==> config.mk <==
export PLATFORM = sky130hd
export DESIGN_NAME = mem_burst_reader
export DESIGN_NICKNAME = d
export VERILOG_FILES = /design/src/rtl/mem_pkg.sv /design/src/rtl/stream_fifo2.sv /design/src/rtl/mem_burst_reader.sv
export SDC_FILE = /design/constraint.sdc
export NUM_CORES = 1
export LEC_CHECK = 0
export BUFFER_PORTS_ARGS = -buffer_cell sky130_fd_sc_hd__buf_2
export CORE_MARGIN = 5
export CORE_UTILIZATION = 36
export DETAILED_ROUTE_END_ITERATION = 8
export PLACE_DENSITY_LB_ADDON = 0.05
export REMOVE_ABC_BUFFERS = 1
export SETUP_SLACK_MARGIN = 0.15
export SLEW_MARGIN = 30
export SYNTH_ARGS = -nofsm -noshare
export SYNTH_HDL_FRONTEND = slang
export SYNTH_SLANG_ARGS = --single-unit
==> constraint.sdc <==
create_clock -name clk -period 4.62 [get_ports clk]
set_clock_uncertainty 0.05 [all_clocks]
set_input_delay 1.386 -clock clk [delete_from_list [all_inputs] [get_ports clk]]
set_output_delay 1.386 -clock clk [all_outputs]
set_load 0.005 [all_outputs]
==> src/rtl/mem_pkg.sv <==
// rtl/mem_pkg.sv - shared memory widths and burst reader state encoding
package mem_pkg;

  localparam int MEM_ADDR_W = 16;
  localparam int MEM_WORD_W = 32;

  typedef enum logic [1:0] {
    IDLE   = 2'd0,
    RUN    = 2'd1,
    DRAIN  = 2'd2,
    FINISH = 2'd3
  } state_e;

endpackage

==> src/rtl/stream_fifo2.sv <==
// rtl/stream_fifo2.sv - two-entry registered stream buffer with occupancy count
// The writer must respect count; there is no upstream ready.
module stream_fifo2 #(
  parameter int W = 32
) (
  input  logic         clk,
  input  logic         reset,
  input  logic [W-1:0] s_tdata,
  input  logic         s_tvalid,
  output logic [W-1:0] m_tdata,
  output logic         m_tvalid,
  input  logic         m_tready,
  output logic [1:0]   count
);

  logic [W-1:0] head_q, head_d;
  logic [W-1:0] tail_q, tail_d;
  logic [1:0]   count_q, count_d;
  logic         pop;

  assign m_tdata  = head_q;
  assign m_tvalid = (count_q != 2'd0);
  assign count    = count_q;
  assign pop      = m_tvalid & m_tready;

  always_comb begin
    head_d  = head_q;
    tail_d  = tail_q;
    count_d = count_q;
    case ({s_tvalid, pop})
      2'b10: begin
        if (count_q == 2'd0) head_d = s_tdata;
        else                 tail_d = s_tdata;
        count_d = count_q + 2'd1;
      end
      2'b01: begin
        head_d  = tail_q;
        count_d = count_q - 2'd1;
      end
      2'b11: begin
        if (count_q == 2'd1) begin
          head_d = s_tdata;
        end else begin
          head_d = tail_q;
          tail_d = s_tdata;
        end
      end
      default: ;
    endcase
  end

  always_ff @(posedge clk) begin
    if (reset) begin
      head_q  <= '0;
      tail_q  <= '0;
      count_q <= 2'd0;
    end else begin
      head_q  <= head_d;
      tail_q  <= tail_d;
      count_q <= count_d;
    end
  end

endmodule

==> src/rtl/mem_burst_reader.sv <==
// rtl/mem_burst_reader.sv - burst read initiator streaming memory words downstream
// Optional MEM_BURST_CHECKSUM_EN adds a running sum of accepted words.
module mem_burst_reader
  import mem_pkg::*;
#(
  parameter int ADDR_W = MEM_ADDR_W,
  parameter int WORD_W = MEM_WORD_W
) (
  input  logic              clk,
  input  logic              reset,
  input  logic              go,
  input  logic [ADDR_W-1:0] base_addr,
  input  logic [ADDR_W:0]   burst_len,
  output logic              busy,
  output logic              done,
  output logic [ADDR_W-1:0] mem_addr,
  output logic              mem_rwn,
  input  logic [WORD_W-1:0] mem_data,
  output logic [WORD_W-1:0] out_data,
  output logic              out_valid,
  input  logic              out_ready
`ifdef MEM_BURST_CHECKSUM_EN
  ,
  output logic [WORD_W-1:0] checksum
`endif
);

  state_e            state_q, state_d;
  logic [ADDR_W-1:0] addr_q, addr_d;
  logic [ADDR_W:0]   remaining_q, remaining_d;
  logic              inflight_q, inflight_d;
  logic              issue;
  logic              pop;
  logic [1:0]        fifo_count;
  logic [2:0]        occ;

  // Words that will be buffered after this cycle, not counting a new issue.
  assign pop = out_valid & out_ready;
  assign occ = 3'(fifo_count) + 3'(inflight_q) - 3'(pop);

  stream_fifo2 #(.W(WORD_W)) u_buf (
    .clk      (clk),
    .reset    (reset),
    .s_tdata  (mem_data),
    .s_tvalid (inflight_q),
    .m_tdata  (out_data),
    .m_tvalid (out_valid),
    .m_tready (out_ready),
    .count    (fifo_count)
  );

  always_comb begin
    state_d     = state_q;
    addr_d      = addr_q;
    remaining_d = remaining_q;
    issue       = 1'b0;
    case (state_q)
      IDLE: begin
        if (go) begin
          addr_d      = base_addr;
          remaining_d = burst_len;
          state_d     = (burst_len == '0) ? FINISH : RUN;
        end
      end
      RUN: begin
        if (remaining_q != '0 && occ < 3'd2) begin
          issue       = 1'b1;
          addr_d      = addr_q + ADDR_W'(1);
          remaining_d = remaining_q - (ADDR_W + 1)'(1);
          if (remaining_q == (ADDR_W + 1)'(1)) state_d = DRAIN;
        end
      end
      DRAIN: begin
        if (occ == 3'd0) state_d = FINISH;
      end
      FINISH: state_d = IDLE;
      default: state_d = IDLE;
    endcase
    inflight_d = issue;
  end

  assign busy     = (state_q == RUN) || (state_q == DRAIN);
  assign done     = (state_q == FINISH);
  assign mem_rwn  = issue;
  assign mem_addr = addr_q;

  always_ff @(posedge clk) begin
    if (reset) begin
      state_q     <= IDLE;
      addr_q      <= '0;
      remaining_q <= '0;
      inflight_q  <= 1'b0;
    end else begin
      state_q     <= state_d;
      addr_q      <= addr_d;
      remaining_q <= remaining_d;
      inflight_q  <= inflight_d;
    end
  end

`ifdef MEM_BURST_CHECKSUM_EN
  logic [WORD_W-1:0] sum_q, sum_d;

  always_comb begin
    sum_d = sum_q;
    if (state_q == IDLE && go) sum_d = '0;
    else if (pop)              sum_d = sum_q + out_data;
  end

  always_ff @(posedge clk) begin
    if (reset) sum_q <= '0;
    else       sum_q <= sum_d;
  end

  assign checksum = sum_q;
`endif

endmodule

**After elaboration in Yosys (flattened, before gate mapping)**

Index checks and enable logic that the tools add are counted.

- Flip-flop bits (word level): 102
- Input port bits: 69
- Output and inout port bits: 52
- Logic and storage cells: 67

- Add/subtract/negate cells: 6
- $lt $le $gt $ge: 1
- Equal/unequal tests: 15
- Multiplexer cells: 21
- Bitwise logic cells: 1
- Reductions and logical operators: 16

Operators by type and width:

| operator | number |
|---|---|
| $mux W32 | 4 |
| $pmux W32 S3 | 1 |
| $pmux W32 S2 | 1 |
| $mux W17 | 2 |
| $pmux W17 S2 | 1 |
| $mux W16 | 2 |
| $pmux W16 S2 | 1 |
| $eq A17 B1 Y1 const B | 1 |
| $logic_not A17 Y1 | 1 |
| $reduce_bool A17 Y1 | 1 |
| $sub A17 B1 Y17 const B | 1 |
| $add A16 B1 Y16 const B | 1 |
| $ne A2 B2 Y1 const B | 6 |
| $mux W2 | 5 |
| $eq A2 B2 Y1 const B | 4 |
| $pmux W2 S4 | 1 |
| $reduce_bool A2 Y1 | 4 |
| $eq A2 B1 Y1 const B | 3 |
| $reduce_and A3 Y1 | 2 |
| $logic_not A2 Y1 | 2 |
| $pmux W2 S2 | 1 |
| $reduce_and A4 Y1 | 1 |
| $add A2 B1 Y3 | 1 |
| $logic_not A3 Y1 | 1 |
| 11 further kinds | 12 |

**Longest topological paths before layout**

- Word-level depth: 7
- Depth in mapped cells: 14
- Mapped depth without buffers: 12

**Cells and area by module**

A second synthesis with hierarchy kept.

- Cells, all modules: 687
- Area, all modules: 5487.8 sq um

By module, submodules not included:

| module | instances | cells an instance | area an instance (sq um) | seq. area each (sq um) |
|---|---|---|---|---|
| stream_fifo2 | 1 | 359 | 2942.8 | 1321.3 |
| mem_burst_reader | 1 | 328 | 2544.9 | 720.7 |

**Worst setup path after synthesis**

Ideal clock, no wire load.

- Kind: in2out
- Start: input out_ready
- End: output mem_rwn
- Arrival time: 2.681 ns
- Slack: 0.503 ns
- Cell stages on the path: 9
- Cell sequence: nand2b_1 nand2_1 nand2_1 ha_1 fa_1 xnor2_1 nor2_1 nand3_1 inv_1

- Longest elaborated chain between the ends: 6

Ends and longest elaborated chain:

| element | line | text |
|---|---|---|
| start, declared | mem_burst_reader.sv:21 | `input logic out_ready` |
| $and A1 B1 Y1 | mem_burst_reader.sv:38 | `assign pop = out_valid & out_ready;` |
| $sub A3 B1 Y3 | mem_burst_reader.sv:39 | `assign occ = 3'(fifo_count) + 3'(inflight_q) - 3'(pop);` |
| $lt A3 B2 Y1 | mem_burst_reader.sv:66 | `if (remaining_q != '0 && occ < 3'd2) begin` |
| $logic_and A1 B1 Y1 | mem_burst_reader.sv:66 |  |
| $mux W1 | mem_burst_reader.sv:66 |  |
| $mux W1 | mem_burst_reader.sv:57 | `case (state_q)` |
| end, declared | mem_burst_reader.sv:17 | `output logic mem_rwn,` |

Every way passes these cells.

**Worst setup path after layout**

Ends and elaborated chain as after synthesis.

==> results.txt <==
- The flow ran to the end, and the final reports show no timing, DRC or antenna violations.
- Slowest cell delay on critical path: 0.41 ns
* Global-route wire length before repair: 23900 microns
- Critical R2R Launch: u_buf.count[1]$_SDFFE_PP0P_
- Average size of a mapped cell: around 8 sq um
- Counting flops with an async set or reset pin after synthesis yields a share of 0.
- Areal power density over the cells: approximately 670 nW/um^2
- At the end of routability-driven placement, the weighted congestion stood at between 0.8 and 0.9.
- The synthesized netlist contains 58 unique library cells.
- Hold Crit Start: u_buf.tail_q[26]$_SDFFE_PP0P_
* RSZ-0062 raised after global routing: no
* Cells after synthesis: approximately 630
* Ranking of synthesized cells by instance count: 106 x sky130_fd_sc_hd__nand2_1, 102 x sky130_fd_sc_hd__dfxtp_1, 71 x sky130_fd_sc_hd__a21oi_1
* Largest vdd supply drop: about 0.31 mV
* Slowest library cell on the worst path: sky130_fd_sc_hd__fa_1
* Port bufs: between 100 and 150
- Maximum clock path buffer count: 2
- Counting both buffers and inverters, the worst setup path holds a total of 3.
- between 100 and 150 I/O pins were placed.
* Final antenna-violating net count: 0
- Antenna violations before repair: 0
* H-tree levels: 3
- Based on the critical path, the design can be clocked at up to about 230 MHz.
- Of the cells placed in the final design, the portion with a size suffix greater than 1 is 0.226.
- The die covers 16700 sq um.
- The most common cell in the synthesized netlist is sky130_fd_sc_hd__nand2_1.
- Maximum number of pins on one net before global-route repair: 65
- Grouping stages by cell kind, the critical path spends the most delay in adder cells.
- For this run, the register share of the synthesized area comes to 0.399.
- Setup CP Type: input port to primary output
- sky130_fd_sc_hd__dfxtp_1 takes more of the synthesized area than any other cell.
- Insertion delay of the later-clocked pin in the worst-skew pair: roughly 0.35 ns
- Of the available clock period, the critical path in the final layout requires 0.947.
* GRT Util Overall: 0.176
- From bottom edge to top edge, the die measures 129 microns.
- Element type at the critical path end: primary output
- After detailed routing, the number of vias per cell comes to 5.34.
- Setup violations remaining at the end of the flow were counted as 0.
* PnR worst setup slack: approximately 0.25 ns
* Number of global-route vias before repair: roughly 4800
* Overall die width: about 130 microns
- STA classifies the critical path startpoint as an input port.
* Count of TritonRoute iterations in the first routing pass: 5
- # hold bufs at CTS: 0
- The design draws 4090 uW.
- Placeable core region: 13900 sq um
* Area share of the largest cell type after synthesis: 0.399
* Yosys warning total: 0
* Classification of the worst-slack hold path: flop to flop
* Initial core utilization: 0.367
- Shortest period the worst path allows: ~4.4 ns
- The worst register-to-register path has a depth of 13.
* Overall routed net length: between 10000 and 15000 microns
- Residual DRC count: 0
- Max-cap violations: 0
- Along the worst hold path, the cell count comes to 2.
- Summed instance area of the synthesized netlist: between 5000 and 6000 sq um
- In the final routed layout, each cell accounts on average for ~16 microns.
- The wire-length estimate of the detail-placed layout is ~9600 microns.
- In this run the clock root is driven by a sky130_fd_sc_hd__clkbuf_16.
- CTS tree: done
* Data arrival at the endpoint of the critical path: a little under 3 ns
* Most used flip-flop cell after synthesis: sky130_fd_sc_hd__dfxtp_1
* Critical Path Most Common Cell: sky130_fd_sc_hd__buf_2
* Final layout net count: approximately 810
- Walking the worst path, the cells encountered are buf_2, nand3_1, nand2_1, ha_1, fa_1, xnor2_2, nor2_2, nand3_2, inv_1, buf_2.
- CTS-repair resized insts: 0
- Clock buffers created by TritonCTS: 9
- The worst register-to-register path has a setup slack of approximately 1.2 ns.
- Row count: 43
* Leakage power total: around 0.0026 uW
* Number of flops mapped to enable cells by yosys: 0
- In this run the post-CTS setup repair buffer count came out at 0.
- Post-layout utilization of the core: 0.441
- Number of register bits inferred by synthesis: approximately 100
* Crit-path max FO: 3
* Hold Path Sink: u_buf.tail_q[26]$_SDFFE_PP0P_
- At the worst endpoint, the required time is approximately 3.2 ns.
* Endpoint of the lowest-slack register-to-register path: remaining_q[0]$_SDFFE_PP0P_
- Via count: about 4900
- Aggregate global routing overflow: 0
- At the pin with the least slew margin, the transition time is ~0.7 ns.
- Detailed router's first-iteration violation count: 344
* Growth of design area from synthesis to finish: 19.9%
* Register clock-pin slew on the reported worst setup and hold paths: 0.07 ns
* Slew Viols, Final: 0
- In the post-synthesis netlist, the biggest area contributors are sky130_fd_sc_hd__dfxtp_1 40%, sky130_fd_sc_hd__nand2_1 7.8%, sky130_fd_sc_hd__a21oi_1 6.9%.
* Final total negative setup slack: 0 ns
- Number of sinks driven by the clock tree: about 100
- Slew headroom: 0.523
* Dpl ws: between 0.15 and 0.2 ns
* Count of endpoints failing hold in the final timing report: 0
[worst max path at each step]
stage / end / cells past startpoint / slack (ns) / start
2_1_floorplan: mem_rwn / 9 / 0.48 / out_ready
3_3_place_gp: mem_rwn / 10 / 0.27 / out_ready
3_5_place_dp: mem_rwn / 10 / 0.19 / out_ready
4_1_cts: mem_rwn / 10 / 0.19 / out_ready
5_1_grt: mem_rwn / 10 / 0.15 / out_ready
6_report: mem_rwn / 10 / 0.25 / out_ready
[sequential cells by signal, summed over array words and instances (netlist names)]
signal / cells
state_q: 2
mem_addr: 16
u_buf.count: 2
u_buf.m_tdata: 32
u_buf.tail_q: 32
remaining_q: 17
inflight_q: 1
[where the power goes]
group	internal [uW]	total, uW	switching, uW
combinational	783	1930	1140
clock	439	781	342
sequential	1140	1380	241
[worst min-delay path, delay by kind of cell (launching register included)]
kind	cells	cell delay, ns
simple gates	1	0.05
compound gates	1	0.05
flops	1	0.31
[layout make-up]
cell class | instances | area, sq um
fillers | 1404 | 7790
multi-input cells | 468 | 2850
flip-flops and latches | 102 | 2040
repair buffers | 128 | 663
clock buffers | 12 | 246
well taps | 180 | 225
inverters | 15 | 56.3
clock inverters | 4 | 55.1
diodes | 1 | 2.50
[cells in the final DEF (no fill, tap or decap), types with 2 or more instances in the layout]
| cell type | n |
|---|---|
| sky130_fd_sc_hd__a211oi_1 | 36 |
| sky130_fd_sc_hd__a21o_1 | 5 |
| sky130_fd_sc_hd__a21oi_1 | 71 |
| sky130_fd_sc_hd__a311oi_1 | 2 |
| sky130_fd_sc_hd__a31oi_1 | 4 |
| sky130_fd_sc_hd__and2_1 | 2 |
| sky130_fd_sc_hd__and3_1 | 6 |
| sky130_fd_sc_hd__and4_1 | 2 |
| sky130_fd_sc_hd__buf_2 | 119 |
| sky130_fd_sc_hd__buf_4 | 9 |
| sky130_fd_sc_hd__clkbuf_1 | 2 |
| sky130_fd_sc_hd__clkbuf_16 | 9 |
| sky130_fd_sc_hd__dfxtp_1 | 102 |
| sky130_fd_sc_hd__ha_1 | 12 |
| sky130_fd_sc_hd__inv_1 | 14 |
| sky130_fd_sc_hd__mux2_2 | 3 |
| sky130_fd_sc_hd__mux2i_1 | 33 |
| sky130_fd_sc_hd__nand2_1 | 105 |
| sky130_fd_sc_hd__nand2b_1 | 3 |
| sky130_fd_sc_hd__nand3_1 | 18 |
| sky130_fd_sc_hd__nand3b_1 | 2 |
| sky130_fd_sc_hd__nand4_1 | 7 |
| sky130_fd_sc_hd__nor2_1 | 53 |
| sky130_fd_sc_hd__nor3_1 | 16 |
| sky130_fd_sc_hd__nor3b_1 | 2 |
| sky130_fd_sc_hd__nor4_1 | 7 |
| sky130_fd_sc_hd__o211ai_1 | 2 |
| sky130_fd_sc_hd__o21ai_0 | 24 |
| sky130_fd_sc_hd__o21ai_2 | 2 |
| sky130_fd_sc_hd__o2bb2ai_1 | 4 |
| sky130_fd_sc_hd__o311a_1 | 3 |
| sky130_fd_sc_hd__o31a_1 | 2 |
| sky130_fd_sc_hd__o32ai_1 | 9 |
| sky130_fd_sc_hd__or3_1 | 2 |
| sky130_fd_sc_hd__or4_1 | 4 |
| sky130_fd_sc_hd__xnor2_1 | 2 |
[routing by layer]
metal	up-vias	track usage	wire length [microns]
met3	8	0.0495	923
met2	113	0.294	7010
met5	-	0	0
met4	0	0.0346	102
met1	2285	0.230	6440
li1	2456	-	-
[cell families after synthesis]
kind of cell | count (synthesis) | share of synthesized area
AO/OA/AOI/OAI | 176 | 0.224
XOR/XNOR | 3 | 0.00513
adder cells (fa/ha/maj) | 13 | 0.0332
buffers and inverters | 61 | 0.0506
flip-flops | 102 | 0.399
multiplexers | 36 | 0.0711
AND/OR/NAND/NOR | 240 | 0.217
[stage by stage]
stage | cell area (sq um) | cells | hold WS [ns]
floorplan | 4920 | 585 | 0.380
global placement | 5810 | 893 | 0.391
detailed placement | 5820 | 893 | 0.396
CTS | 6120 | 909 | 0.406
global route | 6140 | 909 | 0.423
finish | 6140 | 910 | 0.402
Power figures use the tool's default switching activity.
